==> config.mk <==
export PLATFORM = sky130hd
export DESIGN_NAME = sb_rx_deser
export DESIGN_NICKNAME = d
export VERILOG_FILES = /design/src/rtl/sb_rx_deser_pkg.sv /design/src/rtl/sb_rx_fifo.sv /design/src/rtl/sb_rx_deser.sv
export SDC_FILE = /design/constraint.sdc
export NUM_CORES = 1
export LEC_CHECK = 0
export BUFFER_PORTS_ARGS = -buffer_cell sky130_fd_sc_hd__buf_2
export CAP_MARGIN = 15
export CORE_UTILIZATION = 55
export DETAILED_ROUTE_END_ITERATION = 16
export PLACE_DENSITY_LB_ADDON = 0.3
export SETUP_SLACK_MARGIN = 0.05
export SYNTH_ARGS = -nofsm -noshare
export SYNTH_HDL_FRONTEND = slang
export SYNTH_SLANG_ARGS = --single-unit
==> constraint.sdc <==
create_clock -name clk_800MHz -period 3.2 [get_ports clk_800MHz]
set_input_delay 0.48 -clock clk_800MHz [delete_from_list [all_inputs] [get_ports clk_800MHz]]
set_output_delay 0.48 -clock clk_800MHz [all_outputs]
set_load 0.03 [all_outputs]
==> src/rtl/sb_rx_deser_pkg.sv <==
// ============================================================================
// Module : sb_rx_deser_pkg
// Desc   : Sideband link constants and receive-state encoding shared by RX/TX.
// Rev    : 1.0
// ============================================================================
`default_nettype none

package sb_rx_deser_pkg;

   localparam int SB_WORD_BITS  = 64;
   localparam int SB_GAP_CYCLES = 32;

   localparam int SB_BIT_CNT_W  = $clog2(SB_WORD_BITS);
   localparam int SB_GAP_CNT_W  = $clog2(SB_GAP_CYCLES);

   typedef enum logic [1:0] {
      IDLE      = 2'd0,
      RECEIVING = 2'd1,
      GAP       = 2'd2
   } rx_state_t;

endpackage : sb_rx_deser_pkg

`default_nettype wire

==> src/rtl/sb_rx_fifo.sv <==
// ============================================================================
// Module : sb_rx_fifo
// Desc   : First-word-fall-through receive FIFO with sticky overflow flag.
// Rev    : 1.0
// ============================================================================
`default_nettype none

module sb_rx_fifo #(
   parameter int BUFFER_SIZE = 4,
   parameter int WIDTH       = 64
) (
   input  logic             clk_800MHz,
   input  logic             reset,
   input  logic             push_i,
   input  logic [WIDTH-1:0] push_data_i,
   input  logic             pop_i,
   output logic [WIDTH-1:0] data_o,
   output logic             valid_o,
   output logic             overflow_o
);

   localparam int PTR_W = $clog2(BUFFER_SIZE);
   localparam int CNT_W = PTR_W + 1;

   logic [WIDTH-1:0] mem_q [BUFFER_SIZE];
   logic [WIDTH-1:0] mem_d [BUFFER_SIZE];
   logic [PTR_W-1:0] wr_ptr_q, wr_ptr_d;
   logic [PTR_W-1:0] rd_ptr_q, rd_ptr_d;
   logic [CNT_W-1:0] count_q, count_d;
   logic             overflow_q, overflow_d;

   logic empty;
   logic full;
   logic do_pop;
   logic do_push;

   assign empty   = (count_q == '0);
   assign full    = (count_q == CNT_W'(BUFFER_SIZE));
   assign do_pop  = pop_i && !empty;
   // A pop in the same cycle frees the slot, so a full FIFO still accepts.
   assign do_push = push_i && (!full || do_pop);

   always_comb begin
      mem_d      = mem_q;
      wr_ptr_d   = wr_ptr_q;
      rd_ptr_d   = rd_ptr_q;
      count_d    = count_q;
      overflow_d = overflow_q;

      if (do_push) begin
         mem_d[wr_ptr_q] = push_data_i;
         wr_ptr_d        = wr_ptr_q + 1'b1;
      end
      if (do_pop) begin
         rd_ptr_d = rd_ptr_q + 1'b1;
      end

      case ({do_push, do_pop})
         2'b10:   count_d = count_q + 1'b1;
         2'b01:   count_d = count_q - 1'b1;
         default: count_d = count_q;
      endcase

      if (push_i && !do_push) begin
         overflow_d = 1'b1;
      end
   end

   always_ff @(posedge clk_800MHz) begin
      mem_q <= mem_d;
   end

   always_ff @(posedge clk_800MHz) begin
      if (reset) begin
         wr_ptr_q   <= '0;
         rd_ptr_q   <= '0;
         count_q    <= '0;
         overflow_q <= 1'b0;
      end else begin
         wr_ptr_q   <= wr_ptr_d;
         rd_ptr_q   <= rd_ptr_d;
         count_q    <= count_d;
         overflow_q <= overflow_d;
      end
   end

   assign data_o     = empty ? '0 : mem_q[rd_ptr_q];
   assign valid_o    = !empty;
   assign overflow_o = overflow_q;

endmodule : sb_rx_fifo

`default_nettype wire

==> src/rtl/sb_rx_deser.sv <==
// ============================================================================
// Module : sb_rx_deser
// Desc   : Sideband serial receiver: frames 64-bit words and queues them.
// Rev    : 1.0
// ============================================================================
`default_nettype none

module sb_rx_deser
   import sb_rx_deser_pkg::*;
#(
   parameter int BUFFER_SIZE = 4
) (
   input  logic                    clk_800MHz,
   input  logic                    reset,
   input  logic                    dataPin_i,
   input  logic                    clkActive_i,
   input  logic                    enable_i,
   output logic [SB_WORD_BITS-1:0] data_o,
   output logic                    valid_o,
   input  logic                    ready_i,
   output logic                    overflow_o,
   output logic                    frame_err_o,
   output logic                    rx_busy_o
);

   localparam logic [SB_BIT_CNT_W-1:0] LAST_BIT = SB_BIT_CNT_W'(SB_WORD_BITS - 1);
   localparam logic [SB_GAP_CNT_W-1:0] LAST_GAP = SB_GAP_CNT_W'(SB_GAP_CYCLES - 1);

   rx_state_t                 state_q, state_d;
   logic [SB_BIT_CNT_W-1:0]   bit_cnt_q, bit_cnt_d;
   logic [SB_GAP_CNT_W-1:0]   gap_cnt_q, gap_cnt_d;
   logic [SB_WORD_BITS-2:0]   shreg_q, shreg_d;
   logic                      frame_err_q, frame_err_d;

   logic                      push;
   logic [SB_WORD_BITS-1:0]   push_data;

   // Bit 63 is taken straight from the pin so the word is pushed on its own edge.
   assign push_data = {dataPin_i, shreg_q};

   always_comb begin
      state_d     = state_q;
      bit_cnt_d   = bit_cnt_q;
      gap_cnt_d   = gap_cnt_q;
      shreg_d     = shreg_q;
      frame_err_d = 1'b0;
      push        = 1'b0;

      case (state_q)
         IDLE: begin
            if (clkActive_i) begin
               shreg_d[0] = dataPin_i;
               bit_cnt_d  = SB_BIT_CNT_W'(1);
               state_d    = RECEIVING;
            end
         end

         RECEIVING: begin
            if (!clkActive_i) begin
               // Counter at 0 means the gap just ended and no bit has arrived yet.
               frame_err_d = (bit_cnt_q != '0);
               bit_cnt_d   = '0;
               gap_cnt_d   = '0;
               shreg_d     = '0;
               state_d     = IDLE;
            end else if (bit_cnt_q == LAST_BIT) begin
               push      = enable_i;
               bit_cnt_d = '0;
               gap_cnt_d = '0;
               state_d   = GAP;
            end else begin
               shreg_d[bit_cnt_q] = dataPin_i;
               bit_cnt_d          = bit_cnt_q + 1'b1;
            end
         end

         GAP: begin
            if (!clkActive_i) begin
               frame_err_d = (gap_cnt_q != LAST_GAP);
               gap_cnt_d   = '0;
               state_d     = IDLE;
            end else begin
               frame_err_d = dataPin_i;
               if (gap_cnt_q == LAST_GAP) begin
                  gap_cnt_d = '0;
                  bit_cnt_d = '0;
                  state_d   = RECEIVING;
               end else begin
                  gap_cnt_d = gap_cnt_q + 1'b1;
               end
            end
         end

         default: begin
            bit_cnt_d = '0;
            gap_cnt_d = '0;
            state_d   = IDLE;
         end
      endcase
   end

   always_ff @(posedge clk_800MHz) begin
      if (reset) begin
         state_q     <= IDLE;
         bit_cnt_q   <= '0;
         gap_cnt_q   <= '0;
         shreg_q     <= '0;
         frame_err_q <= 1'b0;
      end else begin
         state_q     <= state_d;
         bit_cnt_q   <= bit_cnt_d;
         gap_cnt_q   <= gap_cnt_d;
         shreg_q     <= shreg_d;
         frame_err_q <= frame_err_d;
      end
   end

   sb_rx_fifo #(
      .BUFFER_SIZE (BUFFER_SIZE),
      .WIDTH       (SB_WORD_BITS)
   ) u_fifo (
      .clk_800MHz  (clk_800MHz),
      .reset       (reset),
      .push_i      (push),
      .push_data_i (push_data),
      .pop_i       (ready_i),
      .data_o      (data_o),
      .valid_o     (valid_o),
      .overflow_o  (overflow_o)
   );

   assign frame_err_o = frame_err_q;
   assign rx_busy_o   = (state_q != IDLE);

endmodule : sb_rx_deser

`default_nettype wire

### Yosys cells after proc, flatten, opt, wreduce, memory -nomap -nowiden

Cells that the tools add are included.

| word-level totals | value |
|---|---|
| bits in registers | 341 |
| latch bits | 0 |
| memory bits (writable) | 0 |
| bits in read-only memories | 0 |
| input port bits | 6 |
| output and inout port bits | 68 |
| memories | 0 |

| cells by class | value |
|---|---|
| $add $sub $neg | 6 |
| multiply operators | 0 |
| div/mod/pow operators | 0 |
| order comparisons | 5 |
| equal/unequal tests | 15 |
| shift operators | 0 |
| multiplexer cells | 38 |
| bitwise logic cells | 3 |
| reductions and logical operators | 20 |

Operators with widths:

| operator | count |
|---|---|
| 256-bit bitwise mux | 1 |
| 64-bit 2-to-1 mux | 4 |
| 64-bit binary-select mux with 2-bit select | 1 |
| 64-bit demux with 2-bit select | 1 |
| 63-bit 2-to-1 mux | 2 |
| 63-bit bitwise mux | 1 |
| 6-bit 2-to-1 mux | 5 |
| 5-bit 2-to-1 mux | 4 |
| 6-bit one-hot mux with 3 select lines | 1 |
| 5-bit one-hot mux with 3 select lines | 1 |
| 2-bit 2-to-1 mux | 5 |
| 3-bit inequality test (second input constant) | 3 |
| 3-bit AND reduction | 3 |
| 2-bit inequality test (second input constant) | 4 |
| 6-bit by 7-bit less-than comparator with 1-bit output (second input constant) | 1 |
| 1-bit 2-to-1 mux | 7 |
| 6-bit by 1-bit adder with 6-bit output (second input constant) | 1 |
| 1-bit demux with 6-bit select | 1 |
| 6-bit == test (second input constant) | 1 |
| 3-bit >= comparator (second input constant) | 2 |
| 6-bit by 1-bit >= comparator with 1-bit output (second input constant) | 1 |
| 2-bit inverter with 3-bit output | 2 |
| 2-bit one-hot mux with 3 select lines | 1 |
| 3-bit one-hot mux with 2 select lines | 1 |
| other kinds (20) | 33 |

### Logic depth before layout (Yosys ltp)

Gate-level depths: netlist (run 1).

| logic depth | value |
|---|---|
| depth in word-level cells | 8 |
| mapped depth | 12 |
| gate-level depth less buffers | 11 |

### Hierarchy

A second synthesis (run 1) with hierarchy kept.

| second synthesis, totals | value |
|---|---|
| cell total of the unflattened synthesis | 920 |
| area total of the unflattened synthesis | 13944.6 µm² |

Modules (own cells, without submodules):

| module | instances | cells an instance | area each (µm²) |
|---|---|---|---|
| sb_rx_fifo | 1 | 457 | 10119.7 |
| sb_rx_deser | 1 | 463 | 3824.9 |

### Worst setup path before layout (run 1)

Ideal clock, no wire load.

| timing | value |
|---|---|
| kind | input to register |
| from | in clkActive_i |
| to | reg u_fifo.mem_q[0] (netlist bit), enable pin |
| library setup time | 429 ps |
| arrival | 2727 ps |
| required time | 2771 ps |
| slack | 45 ps |
| stages | 4 |
| path buffers | 1 |
| cells stage by stage | clkbuf_1 nand3_1 nor4_4 and2_1 |

| on the way | value |
|---|---|
| word-level cells in the longest chain between the ends | 3 |

Ends and longest elaborated chain:

| item | line | text |
|---|---|---|
| start, declared | sb_rx_deser.sv:16 | `input logic clkActive_i,` |
| 1-bit 2-to-1 mux | sb_rx_deser.sv:59 | `if (!clkActive_i) begin` |
| 1-bit 2-to-1 mux | sb_rx_deser.sv:49 | `case (state_q)` |
| 1-bit logical AND | sb_rx_fifo.sv:41 | `assign do_push = push_i && (!full \|\| do_pop);` |
| end signal, assigned | sb_rx_fifo.sv:70 | `mem_q <= mem_d;` |
| end, declared | sb_rx_fifo.sv:25 | `logic [WIDTH-1:0] mem_q [BUFFER_SIZE];` |

Every way passes these cells.
A chain may end at the register's enable or synchronous reset.

### Worst setup path in the final report (run 1)

| timing | value |
|---|---|
| from | reg u_fifo.count_q[0] |
| to | out data_o[63] |

| on the way | value |
|---|---|
| word-level cells in the longest chain between the ends | 2 |

Ends and longest elaborated chain:

| item | line | text |
|---|---|---|
| start, declared | sb_rx_fifo.sv:29 | `logic [CNT_W-1:0] count_q, count_d;` |
| start signal, assigned | sb_rx_fifo.sv:82 | `count_q <= count_d;` |
| 3-bit logical NOT | sb_rx_fifo.sv:37 | `assign empty = (count_q == '0);` |
| 64-bit 2-to-1 mux | sb_rx_fifo.sv:87 | `assign data_o = empty ? '0 : mem_q[rd_ptr_q];` |
| end, declared | sb_rx_deser.sv:18 | `output logic [SB_WORD_BITS-1:0] data_o,` |

Every way passes these cells.

==> flow_summary.toml, run 1 <==
[hold_path]
holdCritPathClass = "in -> reg"
hold_depth = 1

[yosys]
synth_most_common_cell = "edfxtp_1"
synth_edf_count = 256
yosys.area.top_type_share = 0.557
ys_seq_area_frac = 0.680
yosys.area.top_type = "edfxtp_1"
synth-seq-cells = 341
synth.area.top_cells = "edfxtp_1, dfxtp_1, mux4_2"
yosys-top-cells-count = "edfxtp_1, dfxtp_1, and2_1, nand3_1, a21oi_1"
syn_nets = 930
synthArstFlopShare = 0
syn_area_um2 = 13800
avgSynthCellArea_um2 = 15.2
ys_types = 52
synthCells = 910
ys_warn_count = 0
synth_flop_cell = "edfxtp_1"

[detailed_routing]
detail_route.vias_per_cell = 6.01
wl_um = 28100
remaining_drc_errors = 0
wl_per_cell_um = 21.1
vias = 7998
drt.antenna.violating_nets = 0
drt_iter0_drc = 721
drtPass1Iterations = 5

[power]
irDropWorstVdd_mv = 0.382
pwr-share-clk = 0.458
p_switching_mw = 1.77
p_int_mw = 7.24
powerDensity_nw_per_um2 = 572
leakagePower_nw = 5.56
p_sw_frac = 0.196
power_mw = 9.00
pwr-share-comb = 0.019
p_seq_frac = 0.523

[sta]
hold_viol = 0
setup_viol = 0
finalMaxSlewViolations = 0
relSlewSlack = 0.402
clock_skew_ps = 9.12
fin_crit_sh = 0.882
fin_ws_ps = 378
fin_crit_ps = 2820
setup-tns-final_ps = 0
fmax_mhz = 354
rsz0062_at_grt = "false"
tightest_slew_ps = 894

[placement]
hpwl_um = 16500
pre_cts_ws_ps = 465
gp_congestion = 0.869
numPortBuffers = 73
place_inst = 1267

[cts]
htree_levels = 2
root_buffer = "clkbuf_16"
clk_pin_slew_worst_paths_ps = 60
clockBufferDepth = 3
cts.sinks = 341
tritoncts = "yes"
post-cts-setup-buffers = 0
hold_buffers = 0
numCtsBuffers = 35
post_cts.resized_instances = 0
clock_latency_ps = 510

[finish]
regArea_um2 = 9390
layoutNonFillerInstCount = 1330
area_growth_pct = 14.1
fillers = 1747
diodes = 0
final_nets = 1000
multi_input_area_um2 = 4090
drive_above_1_share = 0.231

[setup_path]
cp-end-kind = "output pin"
r2r-start = "bit_cnt_q[1]$_SDFFE_PP0P_"
cp_max_fo = 42
crit_end = "data_o[63]"
startpoint = "u_fifo.count_q[0]$_SDFFE_PP0P_"
cp_data_arrival_time_ps = 2340
r2r_cells = 10
criticalPathCategory = "reg -> out"
ff2ff_setup_slack_ps = 440
worstPathRequired_ps = 2720
start_kind = "flip-flop"
worstReg2RegEnd = "u_fifo.count_q[2]$_SDFFE_PP0P_"

[global_routing]
grtUsageTotal = 0.224
grt_first_pass_wirelength_um = 44300
antenna_found_initial = 0
grt_max_degree = 65
overflow = 0
first_global_vias = 8017

[job]
drv_cap = 0

[run_status]
status = "finished clean"

[floorplan]
die_y_um = 160
die_area_um2 = 25700
start_util = 0.564
core_um2 = 24500
rows = 57
die_w_um = 160
ios = 74
-- area by class of cell --
type / instances / share of cell area
sequential: 341 / 0.597
timing repair buffer: 96 / 0.0390
multi-input combinational: 493 / 0.260
clock buffer: 47 / 0.0652
inverter: 13 / 0.00310
tap: 324 / 0.0258
clock inverter: 16 / 0.0100
-- sequential cells by signal, summed over array words and instances (netlist names) --
register           count
state_q                2
u_fifo.rd_ptr_q        2
frame_err_o            1
u_fifo.wr_ptr_q        2
gap_cnt_q              5
u_fifo.overflow_o      1
shreg_q               63
u_fifo.mem_q         256
bit_cnt_q              6
u_fifo.count_q         3
-- metrics by stage --
| step | util | hold WS [ps] | cell area (um2) |
|---|---|---|---|
| CTS | 0.643 | 247 | 15700 |
| finish | 0.643 | 257 | 15700 |
| detailed placement | 0.595 | 472 | 14600 |
| floorplan | - | 454 | 13800 |
| global placement | 0.595 | 471 | 14600 |
| global route | 0.643 | 257 | 15700 |
-- power groups by stage --
stage	Clock, mW	Sequential [mW]	Combinational [mW]
after global placement	0	4.80	0.166
after CTS	4.18	4.70	0.168
final	4.13	4.70	0.173
after floorplan	0	4.79	0.123
after detailed placement	0	4.80	0.167
after global routing	4.36	4.70	0.184
-- critical path: stages (launching register included) --
cell and delay (ps):
dfxtp_1 330, or3_2 750, buf_4 360, and2_1 200
buf_2 170
-- worst min path at each step --
stage | start | endpoint | slack (ps)
after floorplan | gap_cnt_q[4]$_SDFFE_PP0P_ | gap_cnt_q[4]$_SDFFE_PP0P_ | 450
after global placement | gap_cnt_q[4]$_SDFFE_PP0P_ | gap_cnt_q[4]$_SDFFE_PP0P_ | 470
after detailed placement | gap_cnt_q[4]$_SDFFE_PP0P_ | gap_cnt_q[4]$_SDFFE_PP0P_ | 470
after CTS | dataPin_i | u_fifo.mem_q[191]$_DFFE_PP_ | 250
after global routing | dataPin_i | u_fifo.mem_q[191]$_DFFE_PP_ | 260
final | dataPin_i | u_fifo.mem_q[191]$_DFFE_PP_ | 260
-- cell usage in the layout (no fill, tap or decap), types with 2 or more instances in the layout --
cell type and n:
o211ai_1 58, nand2_1 24, a31oi_1 4, xnor2_1 2, dfxtp_1 83, o21a_1 2, buf_12 6, ha_1 13
nor3_1 8, and2_1 71, and3_1 4, or3_1 3, buf_2 73, o21ai_0 11, nor2_1 25, a21oi_1 69
nor2b_1 4, nand4_1 4, clkinv_2 11, bufinv_16 3, nand4b_1 3, mux2i_1 5, clkbuf_1 6, clkbuf_8 2
a211oi_1 3, mux4_2 64, inv_1 13, edfxtp_1 256, buf_4 17, or4b_1 2, nand3_1 76, and2_2 5
clkbuf_16 39, nand2b_1 7, xor2_1 3, a311oi_1 2
-- kinds of logic after synthesis --
logic type	synth area share
AO/OA/AOI/OAI	0.0713
flip-flops	0.680
XOR/XNOR	0.00317
buffers and inverters	0.0236
multiplexers	0.109
AND/OR/NAND/NOR	0.0994
adder cells (fa/ha/maj)	0.0132
-- routing by layer --
| metal | wire length, um | global-route usage | part of all wire | vias to the layer above |
|---|---|---|---|---|
| met4 | 684 | 0.0745 | 0.024 | 0 |
| met5 | 0 | 0 | 0 | - |
| met2 | 13400 | 0.357 | 0.48 | 267 |
| met1 | 12200 | 0.319 | 0.43 | 4001 |
| met3 | 1770 | 0.0349 | 0.063 | 60 |
| li1 | - | - | - | 3670 |
Note: power is estimated with default switching activity, not from simulation.
==> run 2, diff against run 1 <==
CELL_PAD_IN_SITES_DETAIL_PLACEMENT = 1   (was default)
CELL_PAD_IN_SITES_GLOBAL_PLACEMENT = 1   (was default)
CORE_UTILIZATION = 46   (was 55)
==> run 2 against run 1 <==
Effect of this change:
- non-clock buffer count rose by 6
- cell area rose by 0.31%
- routed wire length rose by 13%
- core utilization fell by 11 points
- sequential share of layout area fell by 0.18 points
==> flow_summary.toml, run 2 (synthesis results as in run 1) <==
[cts]
clock_latency_ps = 520
clockBufferDepth = 3
numCtsBuffers = 35
clk_pin_slew_worst_paths_ps = 60
htree_levels = 2
cts.sinks = 341
post_cts.resized_instances = 0
tritoncts = "yes"
root_buffer = "clkbuf_16"
hold_buffers = 0
post-cts-setup-buffers = 0

[sta]
hold_viol = 0
finalMaxSlewViolations = 0
fin_crit_sh = 0.881
relSlewSlack = 0.402
setup_viol = 0
fin_crit_ps = 2820
fmax_mhz = 355
rsz0062_at_grt = "false"
tightest_slew_ps = 897
setup-tns-final_ps = 0
clock_skew_ps = 29.4

[finish]
final_common_cell = "edfxtp_1"
diodes = 0
top_regs = "u_fifo.mem_q: 256 flops, shreg_q: 63 flops, bit_cnt_q: 6 flops"
fillers = 2851
mostFrequentLayoutCells = "edfxtp_1, dfxtp_1, nand3_1"
regMostFlops = "u_fifo.mem_q"
area_growth_pct = 14.4
drive_above_1_share = 0.223
final_nets = 1006
largest_register_ffs = 256

[floorplan]
start_util = 0.467
die_y_um = 175
rows = 63
die_area_um2 = 30700
ios = 74
core_um2 = 29600
die_w_um = 175

[global_routing]
first_global_vias = 8521
grt_max_degree = 82
grt_first_pass_wirelength_um = 49200
grtUsageTotal = 0.211
overflow = 0
antenna_found_initial = 0

[setup_path]
slowest_stage = "or3_2"
cp_max_fo = 41
path_cells = "or3_2 > buf_4 > and2_1 > buf_2"
cp_data_arrival_time_ps = 2340
criticalPathCategory = "reg -> out"
slowest_delay_ps = 770
start_kind = "flip-flop"
worstPathRequired_ps = 2720
cp-end-kind = "output pin"

[placement]
hpwl_um = 20100
numPortBuffers = 73
gp_congestion = 0.834

[detailed_routing]
detail_route.vias_per_cell = 5.76
drt.antenna.violating_nets = 0
wl_per_cell_um = 22.7
remaining_drc_errors = 0
drt_iter0_drc = 552
wl_um = 31800
drtPass1Iterations = 5
vias = 8080

[power]
powerDensity_nw_per_um2 = 546
power_mw = 8.62
irDropWorstVdd_mv = 0.357
leakagePower_nw = 5.52

[run_status]
status = "finished clean"

[hold_path]
holdCritPathClass = "in -> reg"

[job]
drv_cap = 0
-- run 2: metrics by stage --
stage          cell area (um2)   util  hold WS (ps)  setup slack, ps  std cells
5_1_grt                  15800  0.534           255              275       1402
6_report                 15800  0.534           261              381       1402
4_1_cts                  15800  0.534           248              338       1402
2_1_floorplan            13800      -           454              729        910
3_3_place_gp             14700  0.499           463              692       1339
3_5_place_dp             14700  0.499           467              602       1339
-- run 2: final cells by class --
cell class              instances  area (um2)  share of cell area
clock buffers                  53         978              0.0620
clock inverters                10        63.8             0.00404
inverters                      13        48.8             0.00309
multi-input cells             493        4090               0.259
flip-flops and latches        341        9390               0.595
well taps                     390         488              0.0309
repair buffers                102         721              0.0456
-- run 2: final timing paths --
| path | start | endpoint | slack [ps] | cells past startpoint |
|---|---|---|---|---|
| setup reg to reg | bit_cnt_q[1]$_SDFFE_PP0P_ | u_fifo.count_q[2]$_SDFFE_PP0P_ | 520 | 10 |
| hold reg to reg | u_fifo.overflow_o$_SDFFE_PP0P_ | u_fifo.overflow_o$_SDFFE_PP0P_ | 500 | 2 |
| setup / recovery | u_fifo.count_q[0]$_SDFFE_PP0P_ | data_o[54] | 380 | 4 |
| hold / removal | dataPin_i | u_fifo.mem_q[255]$_DFFE_PP_ | 260 | 1 |
-- run 2: where the power goes --
| group | internal, mW | switching (mW) |
|---|---|---|
| logic | 0.0464 | 0.139 |
| registers | 4.70 | 0.00979 |
| clock network | 2.12 | 1.60 |
-- run 2: layer usage --
metal	up-vias	share of wire	GRT usage
met5	-	0	0
met4	0	0.018	0.0540
met3	39	0.037	0.0296
met2	189	0.50	0.354
met1	4173	0.45	0.289
li1	3679	-	-
-- run 2: critical path: cells and delay by family (launching register included) --
family / cells / cell delay [ps]
simple gates: 2 / 960
buf+inv: 2 / 530
flops: 1 / 340
==> run 3, diff against run 2 <==
CORE_UTILIZATION = 47   (was 46)
SYNTH_HIERARCHICAL = 1   (was default)
==> run 3 against run 2 <==
Effect of this change:
- sequential power is 0.8% higher
- final cell count is 0.64% lower
- routed wire length is 1.9% higher
- power is 6.7% higher
- via count is 0.78% higher
- non-clock buffer count is 7 lower
- cell area is 0.48% higher
- critical endpoint is now u_fifo/count_q[2]$_SDFFE_PP0P_
==> flow_summary.toml, run 3 <==
[sta]
hold_viol = 0
relSlewSlack = 0.309
setup-tns-final_ps = 0
setup_viol = 0
fin_hold_ws_ps = 316
finalMaxSlewViolations = 0
fin_crit_ps = 2820
fin_crit_sh = 0.882
fmax_mhz = 354
rsz0062_at_grt = "false"
clock_skew_ps = 25.7
fin_ws_ps = 377
tightest_slew_ps = 1030

[cts]
root_buffer = "clkbuf_16"
clockBufferDepth = 3
cts.sinks = 341
post-cts-setup-buffers = 0
clk_pin_slew_worst_paths_ps = 70
tritoncts = "yes"
post_cts.resized_instances = 0
hold_buffers = 0
numCtsBuffers = 35
clock_latency_ps = 520
htree_levels = 2

[detailed_routing]
drtPass1Iterations = 4
vias = 8143
wl_um = 32400
wl_per_cell_um = 23.3
detail_route.vias_per_cell = 5.85
drt_iter0_drc = 532
remaining_drc_errors = 0
drt.antenna.violating_nets = 0

[yosys]
synth.area.top_cells = "edfxtp_1, dfxtp_1, mux4_2"
synthCells = 920
synth_most_common_cell = "edfxtp_1"
syn_nets = 940
ys_seq_area_frac = 0.673
ys_types = 56
synthArstFlopShare = 0
synth_flop_cell = "edfxtp_1"
yosys-top-cells-count = "edfxtp_1, dfxtp_1, and2_1, nand3_1, a21oi_1"
yosys.area.top_type = "edfxtp_1"
syn_area_um2 = 13900
avgSynthCellArea_um2 = 15.2
synth_edf_count = 256
synth-seq-cells = 341
yosys.area.top_type_share = 0.551
ys_warn_count = 6

[floorplan]
die_w_um = 174
core_um2 = 28900
die_y_um = 174
start_util = 0.482
rows = 62
ios = 74
die_area_um2 = 30400

[setup_path]
worstPathRequired_ps = 3640
ff2ff_setup_slack_ps = 380
start_kind = "flip-flop"
r2r-start = "bit_cnt_q[0]$_SDFFE_PP0P_"
cp-end-kind = "flip-flop"
worstReg2RegEnd = "u_fifo/count_q[2]$_SDFFE_PP0P_"
criticalPathCategory = "reg -> reg"
r2r_cells = 11
cp_data_arrival_time_ps = 3260
cp_max_fo = 14

[finish]
final_area_um2 = 15900
area_growth_pct = 13.8
largest_register_ffs = 256
drive_above_1_share = 0.230
diodes = 0
mostFrequentLayoutCells = "edfxtp_1, dfxtp_1, nand3_1"
final_nets = 1004
layoutNonFillerInstCount = 1393
utilization = 0.548
regMostFlops = "u_fifo/mem_q"
top_regs = "u_fifo/mem_q: 256 flops, shreg_q: 63 flops, bit_cnt_q: 6 flops"
final_common_cell = "edfxtp_1"

[global_routing]
grt_max_degree = 66
grt-busiest-layer = "met2"
antenna_found_initial = 0
overflow = 0
grtUsageTotal = 0.219
use_met1 = 0.301
first_global_vias = 8435
use_met2 = 0.367
gr-usage-met3 = 0.0297
grt_first_pass_wirelength_um = 50600

[job]
drv_cap = 0

[hold_path]
hold_depth = 1
hold_path_end = "u_fifo/mem_q[191]$_DFFE_PP_"
min-delay-start = "dataPin_i"
holdCritPathClass = "in -> reg"

[placement]
pre_cts_ws_ps = 408
gp_congestion = 0.821
place_inst = 1331
placedInstanceArea_um2 = 14800
hpwl_um = 20500
numPortBuffers = 73

[power]
leakagePower_nw = 5.38
irDropWorstVdd_mv = 0.374
powerDensity_nw_per_um2 = 580
power_mw = 9.19

[run_status]
status = "finished clean"
-- run 3: worst max-delay path by stage --
stage	startpoint	endpoint	cells past startpoint
finish	bit_cnt_q[0]$_SDFFE_PP0P_	u_fifo/count_q[2]$_SDFFE_PP0P_	11
global route	bit_cnt_q[0]$_SDFFE_PP0P_	u_fifo/count_q[2]$_SDFFE_PP0P_	11
CTS	u_fifo/count_q[0]$_SDFFE_PP0P_	data_o[13]	3
detailed placement	bit_cnt_q[0]$_SDFFE_PP0P_	u_fifo/count_q[2]$_SDFFE_PP0P_	11
global placement	bit_cnt_q[0]$_SDFFE_PP0P_	u_fifo/count_q[2]$_SDFFE_PP0P_	11
floorplan	state_q[1]$_SDFFE_PP0P_	u_fifo/mem_q[0]$_DFFE_PP_	8
-- run 3: final cells by class --
class                      count  area (um2)
sequential                   341        9390
tap                          384         480
clock inverter                15         134
fill                        2741       13100
multi-input combinational    496        4160
clock buffer                  47         941
timing repair buffer          95         693
inverter                      15        56.3
-- run 3: worst max-delay path, stage by stage (launching register included) --
cell	delay (ps)
dfxtp_1	630
ha_1	390
nand2_1	180
nor3_1	270
and2b_4	250
inv_1	60
ha_1	200
inv_1	70
fa_1	180
xor2_1	70
or3_1	300
a21oi_1	130
-- run 3: routing by layer --
metal / up-vias / wire length (um)
met5: - / 0
met4: 0 / 641
met3: 47 / 1110
met2: 181 / 16300
met1: 4238 / 14400
li1: 3677 / -
-- run 3: logic make-up after synthesis --
group,after synthesis,synth area share
adder cells (fa/ha/maj),14,0.0131
AO/OA/AOI/OAI,158,0.0721
flip-flops,341,0.673
buffers and inverters,83,0.0288
XOR/XNOR,4,0.00251
AND/OR/NAND/NOR,252,0.104
multiplexers,68,0.106
-- run 3: report_power, final --
group	total, mW	switching (mW)	internal [mW]
clock network	3.87	1.63	2.24
registers	4.75	0.0370	4.71
logic	0.576	0.427	0.149
total	9.19	2.09	7.10
